$ cat src/rtl/ps2_key_decoder.sv
// PS/2 keyboard receiver: synchronises the raw PS/2 lines, deframes the
// 11-bit device-to-host frames and tracks the held key, including the E0
// (extended) and F0 (break) prefixes. All outputs are registered.
module ps2_key_decoder #(
  parameter int TIMEOUT_CYCLES = 50000,
  parameter int TIMER_W        = 16
) (
  input  logic       clock,
  input  logic       reset,
  input  logic       ps2_clk,
  input  logic       ps2_dat,
  output logic [7:0] key,
  output logic       key_ext,
  output logic       key_press,
  output logic       key_release,
  output logic [7:0] rx_byte,
  output logic       rx_valid,
  output logic       frame_err
);

  typedef enum logic [1:0] {
    IDLE   = 2'd0,
    DATA   = 2'd1,
    PARITY = 2'd2,
    STOP   = 2'd3
  } frameState_t;

  localparam logic [TIMER_W-1:0] TIMEOUT_LAST = TIMER_W'(TIMEOUT_CYCLES - 1);

  // Odd parity over data plus parity bit: the frame is consistent when the
  // total number of ones is odd.
  function automatic logic oddParityOk(input logic [7:0] data, input logic par);
    return (^data) ^ par;
  endfunction

  logic [1:0]         clkSync_r;
  logic [1:0]         datSync_r;
  logic               clkPrev_r;
  logic               fe_s;
  logic               datBit_s;

  frameState_t        state_r;
  frameState_t        nextState_s;
  logic [2:0]         bitCnt_r;
  logic [2:0]         nextBitCnt_s;
  logic [7:0]         shift_r;
  logic [7:0]         nextShift_s;
  logic               parity_r;
  logic               nextParity_s;
  logic [TIMER_W-1:0] timer_r;
  logic               timeout_s;
  logic               frameDone_s;
  logic               frameGood_s;

  logic [7:0]         key_r;
  logic [7:0]         nextKey_s;
  logic               keyExt_r;
  logic               nextKeyExt_s;
  logic               extFlag_r;
  logic               nextExtFlag_s;
  logic               brkFlag_r;
  logic               nextBrkFlag_s;
  logic [7:0]         rxByte_r;
  logic [7:0]         nextRxByte_s;
  logic               press_r;
  logic               press_s;
  logic               release_r;
  logic               release_s;
  logic               valid_r;
  logic               valid_s;
  logic               err_r;
  logic               err_s;

  // Two-flop synchronisers for the asynchronous PS/2 lines; idle-high preset.
  always_ff @(posedge clock or negedge reset) begin
    if (!reset) begin
      clkSync_r <= 2'b11;
      datSync_r <= 2'b11;
      clkPrev_r <= 1'b1;
    end else begin
      clkSync_r <= {clkSync_r[0], ps2_clk};
      datSync_r <= {datSync_r[0], ps2_dat};
      clkPrev_r <= clkSync_r[1];
    end
  end

  assign fe_s     = clkPrev_r & ~clkSync_r[1];
  assign datBit_s = datSync_r[1];

  // Frame deserialiser state register.
  always_ff @(posedge clock or negedge reset) begin
    if (!reset) begin
      state_r  <= IDLE;
      bitCnt_r <= 3'd0;
      shift_r  <= 8'h00;
      parity_r <= 1'b0;
    end else begin
      state_r  <= nextState_s;
      bitCnt_r <= nextBitCnt_s;
      shift_r  <= nextShift_s;
      parity_r <= nextParity_s;
    end
  end

  // Inter-edge watchdog: restarts on every falling edge and only runs while
  // a frame is in progress, so an abandoned frame falls back to IDLE.
  always_ff @(posedge clock or negedge reset) begin
    if (!reset) begin
      timer_r <= '0;
    end else if (fe_s) begin
      timer_r <= '0;
    end else if ((state_r != IDLE) && !timeout_s) begin
      timer_r <= timer_r + {{(TIMER_W-1){1'b0}}, 1'b1};
    end else begin
      timer_r <= '0;
    end
  end

  assign timeout_s = (state_r != IDLE) && (timer_r == TIMEOUT_LAST);

  // Frame next-state logic; advances only on a PS/2 falling edge.
  always_comb begin
    nextState_s  = state_r;
    nextBitCnt_s = bitCnt_r;
    nextShift_s  = shift_r;
    nextParity_s = parity_r;
    frameDone_s  = 1'b0;
    frameGood_s  = 1'b0;
    if (fe_s) begin
      case (state_r)
        IDLE: begin
          if (!datBit_s) begin
            nextState_s  = DATA;
            nextBitCnt_s = 3'd0;
          end else begin
            nextState_s = IDLE;
          end
        end
        DATA: begin
          nextShift_s[bitCnt_r] = datBit_s;
          if (bitCnt_r == 3'd7) begin
            nextState_s = PARITY;
          end else begin
            nextBitCnt_s = bitCnt_r + 3'd1;
          end
        end
        PARITY: begin
          nextParity_s = datBit_s;
          nextState_s  = STOP;
        end
        STOP: begin
          frameDone_s = 1'b1;
          frameGood_s = datBit_s & oddParityOk(shift_r, parity_r);
          nextState_s = IDLE;
        end
        default: begin
          nextState_s = IDLE;
        end
      endcase
    end else if (timeout_s) begin
      nextState_s = IDLE;
    end else begin
      nextState_s = state_r;
    end
  end

  // Byte decode: prefix tracking and held-key update for completed frames.
  always_comb begin
    nextKey_s     = key_r;
    nextKeyExt_s  = keyExt_r;
    nextExtFlag_s = extFlag_r;
    nextBrkFlag_s = brkFlag_r;
    nextRxByte_s  = rxByte_r;
    press_s       = 1'b0;
    release_s     = 1'b0;
    valid_s       = 1'b0;
    err_s         = 1'b0;
    if (frameDone_s) begin
      if (frameGood_s) begin
        valid_s      = 1'b1;
        nextRxByte_s = shift_r;
        if (shift_r == 8'hE0) begin
          nextExtFlag_s = 1'b1;
        end else if (shift_r == 8'hF0) begin
          nextBrkFlag_s = 1'b1;
        end else begin
          nextExtFlag_s = 1'b0;
          nextBrkFlag_s = 1'b0;
          if (brkFlag_r) begin
            // Only the break of the key actually held releases it.
            if ((shift_r == key_r) && (extFlag_r == keyExt_r) && (key_r != 8'h00)) begin
              nextKey_s    = 8'h00;
              nextKeyExt_s = 1'b0;
              release_s    = 1'b1;
            end else begin
              nextKey_s = key_r;
            end
          end else begin
            // Typematic repeat of the held key leaves key unchanged, no strobe.
            if (((shift_r != key_r) || (extFlag_r != keyExt_r)) && (shift_r != 8'h00)) begin
              nextKey_s    = shift_r;
              nextKeyExt_s = extFlag_r;
              press_s      = 1'b1;
            end else begin
              nextKey_s = key_r;
            end
          end
        end
      end else begin
        err_s = 1'b1;
      end
    end else begin
      nextKey_s = key_r;
    end
  end

  // Registered decoder state and one-cycle output strobes.
  always_ff @(posedge clock or negedge reset) begin
    if (!reset) begin
      key_r     <= 8'h00;
      keyExt_r  <= 1'b0;
      extFlag_r <= 1'b0;
      brkFlag_r <= 1'b0;
      rxByte_r  <= 8'h00;
      press_r   <= 1'b0;
      release_r <= 1'b0;
      valid_r   <= 1'b0;
      err_r     <= 1'b0;
    end else begin
      key_r     <= nextKey_s;
      keyExt_r  <= nextKeyExt_s;
      extFlag_r <= nextExtFlag_s;
      brkFlag_r <= nextBrkFlag_s;
      rxByte_r  <= nextRxByte_s;
      press_r   <= press_s;
      release_r <= release_s;
      valid_r   <= valid_s;
      err_r     <= err_s;
    end
  end

  assign key         = key_r;
  assign key_ext     = keyExt_r;
  assign key_press   = press_r;
  assign key_release = release_r;
  assign rx_byte     = rxByte_r;
  assign rx_valid    = valid_r;
  assign frame_err   = err_r;

endmodule

$ cat config.mk
export PLATFORM = sky130hd
export DESIGN_NAME = ps2_key_decoder
export DESIGN_NICKNAME = d
export VERILOG_FILES = /design/src/rtl/ps2_key_decoder.sv
export SDC_FILE = /design/constraint.sdc
export NUM_CORES = 1
export LEC_CHECK = 0
export CAP_MARGIN = 10
export CORE_AREA = 3 3 74 76
export DETAILED_ROUTE_END_ITERATION = 8
export DIE_AREA = 0 0 77 79
export GPL_TIMING_DRIVEN = 1
export PLACE_DENSITY = 0.77
export SYNTH_ARGS = -nofsm -noshare
export SYNTH_HDL_FRONTEND = slang
export SYNTH_SLANG_ARGS = --single-unit
$ cat constraint.sdc
create_clock -name clock -period 6.95 [get_ports clock]
set_clock_uncertainty 0.05 [all_clocks]
set_input_delay 0.695 -clock clock [delete_from_list [all_inputs] [get_ports clock]]
set_output_delay 0.695 -clock clock [all_outputs]
set_load 0.05 [all_outputs]
==> flow_summary.toml, run 1 <==
[clock_network]
clk_pin_slew_ns = 0.07
cts-resized-gates = 0
clockBufferDepth = 2
cts_hold_buffers = 0
htreeDepth = 3
clock-sinks = 58
cts_tree = "yes"
numCtsBuffers = 9
cts_root_buf = "clkbuf_8"
cts_post_setup_buffers_inserted = 0
insertion_delay_ns = 0.33

[logic_synthesis]
yosysUniqueCellTypes = 37
synth_adder_area_share_pct = 6.07
synth_top_family_by_area = "simple AND/OR/NAND/NOR gates"
avgSynthCellArea_um2 = 10.5
synth.most_common_cell = "dfrtp_1"
yosys-top-cells-area = "dfrtp_1 (46%), ha_1 (6.1%), mux2_2 (5.9%)"
netlist_area_um2 = 2890
synth_largest_area_cell = "dfrtp_1"
synth-simple-area-share_pct = 16.2
netlist_top_cells_count = "dfrtp_1 (53), nor2_1 (33), nand2_1 (29)"
muxShareOfSynthArea_pct = 6.20
syn-num-nets = 294
synthCells = 276
synth_top_area_share_pct = 45.9
synth_compound_area_share_pct = 7.85
synth_edf_count = 0
yosys_warnings = 0
synth_seq_area_share_pct = 50.5
synthArstFlopShare_pct = 100
synth_xor_area_share_pct = 9.32
synth-main-ff-cell = "dfrtp_1"
ys_ff_latch = 58

[worst_setup_path]
critical_path_arrival_ns = 2.83
crit_chain = "inv_1 > ha_1 > xnor3_2 > xnor2_2 > nor2_1 > mux2_2"
crit_path_start_kind = "flop"
cp_max_fo = 12
worstSetupPathType = "reg2reg"
crit_slowest_cell = "nor2_1"
max_stage_delay_ns = 0.74
required_ns = 7.11
end_kind = "flop"

[global_route]
grt_pass1_vias = 2055
grt_pass1_wl_um = 9560
antenna_found_initial = 0
grt.overflow.total = 0
track_usage_pct = 20.2
grt_max_degree = 59

[sta]
rsz0062_at_grt = "false"
fin_crit_sh_pct = 38.3
fmax_mhz = 376
setup_tns_ns = 0
period_needed_ns = 2.66
relSlewSlack_pct = 21.7
finalHoldViolations = 0
setup_violations = 0
slew_viol_final = 0
tightestPinTransition_ns = 1.17

[place]
post-dp-hpwl_um = 3880
place.port_buffers = 24
place_area_um2 = 3190
gp_congestion = 0.859

[routing]
drc = 0
drt_iter0_drc = 111
final_antenna_net_count = 0
vias_per_cell = 5.41
wire_per_inst_um = 14.5
num_vias = 2044
drtPass1Iterations = 4
routed_wl_um = 5470

[pwr]
power_leakage_uw = 0.00146
power_density_nw_per_um2 = 263
irDropWorstVdd_uv = 187

[cells_and_area]
multi_input_area_um2 = 1320
fill_cells = 358
antennaDiodeCount = 0
drive_above_1_share_pct = 14.5
final-seq-area_um2 = 1460
finalNetCount = 324
finalInstanceArea_um2 = 3360
synthToLayoutAreaGrowth_pct = 16.5

[floorplanning]
start_util_pct = 60.3
rows = 25
die_x_um = 77
dieArea_um2 = 6080
die_h_um = 79
core_area_um2 = 4790
ios = 25

[run_status]
status = "complete, no violations"

[min_path]
hold_path_class = "reg2reg"

[flow_run]
maxCapViolations = 0
## sequential cells by signal, summed over array words and instances (netlist names), 2 cells and up
name	flops
timer_r	16
key	8
rx_byte	8
shift_r	8
bitCnt_r	3
clkSync_r	2
datSync_r	2
state_r	2
## cell families (layout without fill, tap and decap cells)
kind of cell | after synthesis | count (layout)
buf+inv | 29 | 64
flops | 58 | 58
fa+ha+maj | 14 | 14
compound gates | 34 | 34
xor+xnor | 26 | 26
mux | 16 | 16
simple gates | 99 | 99
## final timing paths
kind,start,endpoint,slack [ns],cells after the start
worst min-delay path,datSync_r[0],datSync_r[1],0.31,0
worst max register to register,shift_r[0],rx_byte[1],4.29,6
min in group asynchronous,reset,key_release,0.45,2
max in group asynchronous,reset,bitCnt_r[0],5.94,2
worst max-delay path,shift_r[0],rx_byte[1],4.29,6
worst min register to register,datSync_r[0],datSync_r[1],0.31,0
## cell type report
type	instances	share of cell area (%)
inverter	22	2.46
clock inverter	5	0.893
clock buffer	11	4.20
sequential	58	43.3
multi-input combinational	189	39.2
tap	67	2.49
timing repair buffer	26	7.44
## routing by layer
metal	part of all wire [%]	GRT usage [%]
met3	3.4	4.31
met5	0	0
met2	45	30.1
met4	3.5	13.0
met1	48	27.0
## critical path, delay by kind of cell, from the launching register on
family,cells,cell delay [ns]
adder cells (fa/ha/maj),1,0.31
buffers and inverters,1,0.07
AND/OR/NAND/NOR,1,0.74
XOR/XNOR,2,0.56
flip-flops,1,0.40
multiplexers,1,0.42
## report_power, final
part           internal [uW]  total [uW]  switching, uW
clock network            137         269            132
logic                   88.4         220            132
registers                365         395           29.6
## layout by cell type, fill, tap and decap left out, types with 2 or more instances in the layout
cell type and instances:
xnor2_1 15, nor2_1 33, nand4_1 5, and3_1 3
nand3b_1 2, buf_4 2, mux2_2 15, o22ai_1 5
ha_1 14, dfstp_2 5, nand3_1 11, a21oi_1 2
xor2_1 8, o32ai_1 6, dfrtp_1 53, inv_1 22
nor3b_1 2, clkinvlp_4 2, clkdlybuf4s50_1 23, clkinv_2 3
a31oi_1 4, nand2_1 29, clkbuf_8 10, nor3_1 7
o21ai_0 13
## per-stage QoR
stage | utilization [%] | worst slack [ns] | hold slack, ns | std cells | power (uW)
6_report | 70.3 | 4.29 | 0.308 | 378 | 884
4_1_cts | 70.3 | 4.23 | 0.309 | 378 | 892
3_3_place_gp | 66.7 | 4.34 | 0.297 | 362 | 617
3_5_place_dp | 66.7 | 4.25 | 0.298 | 362 | 621
2_1_floorplan | - | 4.75 | 0.295 | 276 | 563
5_1_grt | 70.3 | 4.10 | 0.310 | 378 | 936
Note: power is estimated with default switching activity, not from simulation.
==> inputs of run 2 (changes only) <==
CORE_AREA = 3 3 76 78   (was 3 3 74 76)
DIE_AREA = 0 0 79 81   (was 0 0 77 79)
PLACE_DENSITY = 0.73   (was 0.77)
clock period = 2.73 ns   (was 6.95 ns; I/O delays follow)
==> flow_summary.toml, run 2 (synthesis results as in run 1) <==
[run_status]
status = "finished with violations"
violations = "negative hold slack"

[worst_setup_path]
required_ns = 2.90
r2r-start = "shift_r[3]"
cp_max_fo = 8
critical_path_arrival_ns = 2.59
startpoint = "shift_r[3]"
worstSetupPathType = "reg2reg"
crit_path_start_kind = "flop"
end_kind = "flop"

[routing]
final_antenna_net_count = 0
drtPass1Iterations = 4
drc = 0
wire_per_inst_um = 14.9
num_vias = 2081
routed_wl_um = 5800
drt_iter0_drc = 110
vias_per_cell = 5.35

[floorplanning]
die_x_um = 79
ios = 25
die_h_um = 81
dieArea_um2 = 6400
core_area_um2 = 5140
rows = 26
start_util_pct = 56.2

[clock_network]
cts_hold_buffers = 0
clk_pin_slew_ns = 0.07
clock-sinks = 58
htreeDepth = 3
cts_post_setup_buffers_inserted = 0
cts_tree = "yes"
insertion_delay_ns = 0.34
numCtsBuffers = 9
cts_root_buf = "clkbuf_8"
cts-resized-gates = 0
clockBufferDepth = 2

[pwr]
p_int_uw = 1630
p_sw_share_pct = 31.5
pwr-share-clk_pct = 33.8
combPwrFrac_pct = 23.8
irDropWorstVdd_uv = 368
seqPwrFrac_pct = 42.4
power_leakage_uw = 0.00151
p_sw_uw = 748
power_density_nw_per_um2 = 686
power_uw = 2370

[sta]
setup_tns_ns = 0
setup_violations = 0
rsz0062_at_grt = "false"
holdWs_ns = -0.00757
fmax_mhz = 413
relSlewSlack_pct = 42.7
fin_crit_sh_pct = 88.8
tightestPinTransition_ns = 0.859
finalHoldViolations = 10
period_needed_ns = 2.42
slew_viol_final = 0

[place]
place_area_um2 = 3260
post-dp-hpwl_um = 4210
gp_congestion = 0.840
dpl.cell_count = 373
place.port_buffers = 24

[cells_and_area]
final_common_cell = "dfrtp_1"
antennaDiodeCount = 0
finalInstanceArea_um2 = 3460
finalNetCount = 332
final_util_pct = 67.3
drive_above_1_share_pct = 16.6
synthToLayoutAreaGrowth_pct = 19.9
largest_reg_flops = 16
layout_common_cells = "dfrtp_1 (53), nor2_1 (33), nand2_1 (29)"
fin_cells = 389
regMostFlops = "timer_r"
fill_cells = 426

[min_path]
hold_path_class = "in2async"

[global_route]
track_usage_pct = 20.6
grt.overflow.total = 0
grt_pass1_vias = 2113
grt_max_degree = 40
grt_pass1_wl_um = 9960
antenna_found_initial = 0

[flow_run]
maxCapViolations = 0
[run 2: changes by cell type in the layout (fill, tap and decap cells not counted), sizes merged]
| cell | previous run | this run |
|---|---|---|
| clkinv | 3 | 1 |
| clkbuf | 11 | 12 |
| buf | 3 | 11 |
| bufinv | 0 | 1 |
[run 2: power groups by stage]
stage	sequential (uW)	clock [uW]	combinational, uW
after global routing	1020	865	634
after CTS	1010	821	570
after detailed placement	1020	0	567
final	1010	803	565
after floorplan	1040	0	392
after global placement	1020	0	560
[run 2: cell type report]
cell class,count,area (um^2),share of cell area (%)
Clock buffer,12,155,4.48
Clock inverter,4,50.0,1.45
Inverter,22,82.6,2.39
Multi-Input combinational cell,189,1320,38.1
Sequential cell,58,1460,42.1
Tap cell,70,87.6,2.53
Timing Repair Buffer,34,310,8.97
[run 2: final timing paths]
path,end,slack (ns),cells past startpoint
min,key_release,-0.008,1
min reg2reg,clkSync_r[1],0.31,0
min in group clock,datSync_r[0],0.29,1
max,rx_byte[7],0.31,7
max in group asynchronous,rx_byte[7],1.93,2
max reg2reg,rx_byte[7],0.31,7
[run 2: critical path, cell delays in order, from the launching register on]
cell,delay [ns]
dfrtp_1,0.39
inv_1,0.09
ha_1,0.27
xnor3_2,0.42
xnor2_2,0.17
nor2_1,0.34
buf_4,0.24
mux2_2,0.34
[run 2: metal layers]
metal  wire length [um]  global-route usage (%)  share of wire (%)
met1               2630                    26.3                 45
met5                  0                       0                  0
met2               2730                    32.4                 47
met4                140                    9.97                2.4
met3                305                    6.10                5.3
[run 2: per-stage QoR]
| step | hold slack [ns] | setup slack (ns) |
|---|---|---|
| after global routing | 0.0510 | 0.176 |
| final | -0.00757 | 0.306 |
| after floorplan | -0.0726 | 0.533 |
| after CTS | 0.0146 | 0.297 |
| after detailed placement | 0.301 | 0.299 |
| after global placement | 0.296 | 0.347 |
==> inputs of run 3 (changes only) <==
CORE_AREA = 2 2 75 77   (was 3 3 76 78)
DIE_AREA = 0 0 77 79   (was 0 0 79 81)
==> flow_summary.toml, run 3 (synthesis results as in run 1) <==
[routing]
num_vias = 2057
wire_per_inst_um = 14.3
routed_wl_um = 5590
drt_iter0_drc = 139
final_antenna_net_count = 0
drc = 0
drtPass1Iterations = 4
vias_per_cell = 5.25

[floorplanning]
die_h_um = 79
start_util_pct = 54.1
die_x_um = 77
dieArea_um2 = 6080
rows = 27
ios = 25
core_area_um2 = 5340

[sta]
relSlewSlack_pct = 66.0
setup_tns_ns = 0
fmax_mhz = 415
rsz0062_at_grt = "false"
period_needed_ns = 2.41
finalHoldViolations = 0
fin_crit_sh_pct = 88.2
slew_viol_final = 0
setup_ws_ns = 0.321
tightestPinTransition_ns = 0.509
setup_violations = 0

[clock_network]
htreeDepth = 3
cts_tree = "yes"
clockBufferDepth = 2
numCtsBuffers = 9
cts_hold_buffers = 1
insertion_delay_ns = 0.34
cts-resized-gates = 0
clock-sinks = 58
cts_root_buf = "clkbuf_8"
cts_post_setup_buffers_inserted = 0
clk_pin_slew_ns = 0.07

[worst_setup_path]
worstSetupPathType = "reg2reg"
critical_path_arrival_ns = 2.57
required_ns = 2.89
cp_max_fo = 9
r2r-start = "shift_r[0]"
end_kind = "flop"
crit_path_start_kind = "flop"
reg2reg_depth = 7
rrSetupSlack_ns = 0.32
worstReg2RegEnd = "key[0]"

[run_status]
status = "complete, no violations"

[global_route]
antenna_found_initial = 0
grt_pass1_vias = 2017
grt.overflow.total = 0
grt_pass1_wl_um = 9860
grt_max_degree = 43
track_usage_pct = 21.2

[cells_and_area]
drive_above_1_share_pct = 16.6
largest_reg_flops = 16
final_common_cell = "dfrtp_1"
antennaDiodeCount = 0
fill_cells = 441
regMostFlops = "timer_r"
final_util_pct = 64.7
finalNetCount = 333
synthToLayoutAreaGrowth_pct = 19.7
layout_common_cells = "dfrtp_1 (53), nor2_1 (33), nand2_1 (29)"

[pwr]
power_leakage_uw = 0.00152
irDropWorstVdd_uv = 384
power_uw = 2340
power_density_nw_per_um2 = 678

[place]
gp_congestion = 0.829
place.port_buffers = 24
post-dp-hpwl_um = 4100
dpl_worst_slack_ns = 0.312

[min_path]
hold_path_class = "in2reg"
min_to = "clkSync_r[0]"
hold_depth = 1
hp-start = "ps2_clk"

[flow_run]
maxCapViolations = 0
[run 3: worst max-delay path by stage]
stage,from,end,slack [ns]
2_1_floorplan,shift_r[2],key_ext,0.53
4_1_cts,shift_r[2],key[0],0.30
3_5_place_dp,shift_r[0],key[0],0.31
3_3_place_gp,shift_r[2],key_ext,0.38
5_1_grt,shift_r[2],key[5],0.18
6_report,shift_r[0],key[0],0.32
[run 3: routing by layer]
metal,vias to the layer above,global-route usage (%),wire length (um)
met5,-,0,0
met4,0,10.5,91
met3,10,4.43,184
met2,38,33.7,2720
met1,994,27.9,2590
li1,1015,-,-
[run 3: area by class of cell]
class	instances	area (um^2)	share of cell area [%]
Multi-Input combinational cell	189	1320	38.1
Clock buffer	10	128	3.69
Clock inverter	6	58.8	1.70
Inverter	22	82.6	2.39
Sequential cell	58	1460	42.2
Timing Repair Buffer	35	320	9.27
Tap cell	72	90.1	2.61
[run 3: critical path, cell delays in order (launching register included)]
cell and delay, ns:
dfrtp_1 0.40, inv_1 0.08, ha_1 0.31, xnor3_2 0.38, xnor2_2 0.17, nor3_4 0.37
a21boi_4 0.36, o32ai_1 0.15
[run 3: power by group]
part | internal [uW] | switching [uW] | total (uW)
Combinational | 242 | 343 | 585
Clock | 416 | 337 | 753
Sequential | 929 | 75.4 | 1000
Total | 1590 | 755 | 2340
[run 3: stage by stage]
step / std cells / area [um^2] / hold slack [ns]
3_3_place_gp: 375 / 3260 / 0.164
6_report: 392 / 3450 / 0.284
2_1_floorplan: 276 / 2890 / -0.0726
4_1_cts: 392 / 3450 / 0.273
3_5_place_dp: 375 / 3260 / 0.170
5_1_grt: 392 / 3450 / 0.273
==> variant, RTL diff (settings of run 3) <==
Register the input `ps2_dat` before use, with the module's reset. The logic sees it one clock later.
--- a/src/rtl/ps2_key_decoder.sv
+++ b/src/rtl/ps2_key_decoder.sv
@@ -29,2 +29,12 @@
 
+  logic ps2_dat_q;
+
+  always_ff @(posedge clock or negedge reset) begin
+    if (!reset) begin
+      ps2_dat_q <= '0;
+    end else begin
+      ps2_dat_q <= ps2_dat;
+    end
+  end
+
   // Odd parity over data plus parity bit: the frame is consistent when the
@@ -81,3 +91,3 @@
       clkSync_r <= {clkSync_r[0], ps2_clk};
-      datSync_r <= {datSync_r[0], ps2_dat};
+      datSync_r <= {datSync_r[0], ps2_dat_q};
       clkPrev_r <= clkSync_r[1];
Behaviour: same outputs for any inputs over 10 cycles, from zero or initial values and one cycle with reset low; that may be too few to reach the edited logic, so the function may still have changed.
==> variant against run 3 <==
Final area fell by 0.14%. Fmax grew 0.62%. Worst setup slack better by 15 ps. Wire length shrank 2.0%. Die area is the same. Sequential power increased by 6%. Sequential cell count is 1 higher. Total power increased by 13%. Synthesized area decreased by 0.43%. Critical path type unchanged. Highest routed layer unchanged.
==> variant: results (changes against run 3) <==
clock_tree:
  root_buffer: "clkbuf_8"  # unchanged
  hold_buffers: 1  # unchanged
  cts_setup_buffers: 0  # unchanged
  clk_latency_ps: 330
  cts_buffers: 9  # unchanged
  cts.path.max_buffers: 2  # unchanged
  path_clk_slew_ps: 70  # about the same
  cts_resized: 0  # unchanged
  cts_max_level: 3  # unchanged
worst_setup_path:
  critPathKind: "reg -> reg"  # unchanged
  critical_path.reg2reg.startpoint: "shift_r[0]$_DFFE_PN0P_"  # unchanged
  reg2reg_slack_ps: 340
  slowest_delay_ps: 410
  path_max_fanout: 9  # unchanged
  cp_data_arrival_time_ps: 2540  # was 2570 ps
  cpMaxStageDelayCell: "dfrtp_1"  # unchanged
  r2r_cells: 7  # unchanged
  regToRegEndpoint: "key[6]$_DFFE_PN0P_"  # was key[0]$_DFFE_PN0P_
synth:
  async_reset_ff_share_pct: 100  # unchanged
  yosysSeqAreaShare_pct: 51.6  # was 50.5%
  synth_fp_nets: 297  # was 294
  synth.distinct_cells: 31  # was 37
  synth_warnings: 0  # unchanged
  synth_common_cells: "dfrtp_1, nor2_1, nand2_1, inv_1"  # unchanged
  synthTopCellsByArea: "dfrtp_1, ha_1, xnor2_1"  # was dfrtp_1, ha_1, mux2_2
pwr:
  p_leak_nw: 1.57  # was 1.52 nW
  p_sw_mw: 0.877  # was 0.755 mW
  p_seq_mw: 1.06  # was 1.00 mW
  p_sw_share_pct: 33.1  # was 32.3%
  ir_drop_mv: 0.513  # was 0.384 mV
  clkPwrFrac_pct: 32.7  # was 32.2%
placed_design:
  io_buffers: 24  # unchanged
  dpl.hpwl_um: 4110  # was 4100 µm
  gp_congestion: 0.919  # was 0.829
cells_and_area:
  largest_reg_flops: 16  # unchanged
  antenna_cells: 0  # unchanged
  regMostFlops: "timer_r"  # unchanged
  drive_above_1_share_pct: 12.8  # was 16.6%
  fin_nets: 334  # was 333
drt:
  drtPass1Iterations: 4  # unchanged
  drt_iter0_markers: 133  # was 139
  route.detailed.drc: 0  # unchanged
  wl_per_cell_um: 13.9  # was 14.3 µm
  num_vias: 2106  # was 2057
grt:
  grtUsageTotal_pct: 19.9  # was 21.2%
  antenna_found_initial: 0  # unchanged
  grt_max_degree: 29  # was 43
  grt_pass1_vias: 1981  # was 2017
  grt_pass1_wl_um: 9410  # was 9860 µm
min_path:
  min_path_type: "in -> async"  # was in -> reg
outcome:
  status: "finished clean"  # unchanged
sta:
  maxSlewHeadroom_pct: 65.1  # was 66.0%
-- variant: changes by cell type after synthesis, sizes merged, moves of 3 or more --
cell   delta
inv       +3
mux2      -6
nand3     +5
nand2     -3
mux2i     +6
-- variant: worst max-delay path, delay by kind of cell (launching register included) --
family	cells	cell delay, ps
AO/OA/AOI/OAI	2	520
XOR/XNOR	2	510
flip-flops	1	410
AND/OR/NAND/NOR	1	380
adder cells (fa/ha/maj)	1	310
buffers and inverters	1	90
-- variant: final cells by class --
| class | instances | area, µm² |
|---|---|---|
| sequential | 59 | 1480 |
| fill | 433 | 1890 |
| clock buffer | 10 | 128 |
| inverter | 25 | 93.8 |
| multi-input combinational | 188 | 1260 |
| tap | 72 | 90.1 |
| timing repair buffer | 33 | 305 |
| clock inverter | 6 | 90.1 |
-- variant: cells by family after synthesis --
kind of cell / Yosys count / synth area share, %
flip-flops: 59 / 51.6
AO/OA/AOI/OAI: 33 / 7.44
adder cells (fa/ha/maj): 14 / 6.09
AND/OR/NAND/NOR: 99 / 15.9
buffers and inverters: 32 / 4.57
multiplexers: 16 / 5.96
XOR/XNOR: 26 / 8.40
-- variant: per-stage QoR --
stage,instance area [µm²],setup WS [ps],hold slack (ps),std cells,util [%]
6_report,3450,336,293,393,64.6
3_3_place_gp,3220,416,115,376,60.4
4_1_cts,3450,335,287,393,64.6
5_1_grt,3450,210,299,393,64.6
3_5_place_dp,3220,338,114,376,60.4
2_1_floorplan,2870,592,-72.6,279,-
-- variant: per-layer routing --
layer  global-route usage (%)  routed length [µm]  vias to the layer above
li1                         -                   -                     1024
met2                     30.7                2510                       61
met1                     26.4                2580                     1008
met4                     10.7                 134                        0
met5                        0                   0                        -
met3                     4.32                 257                       13
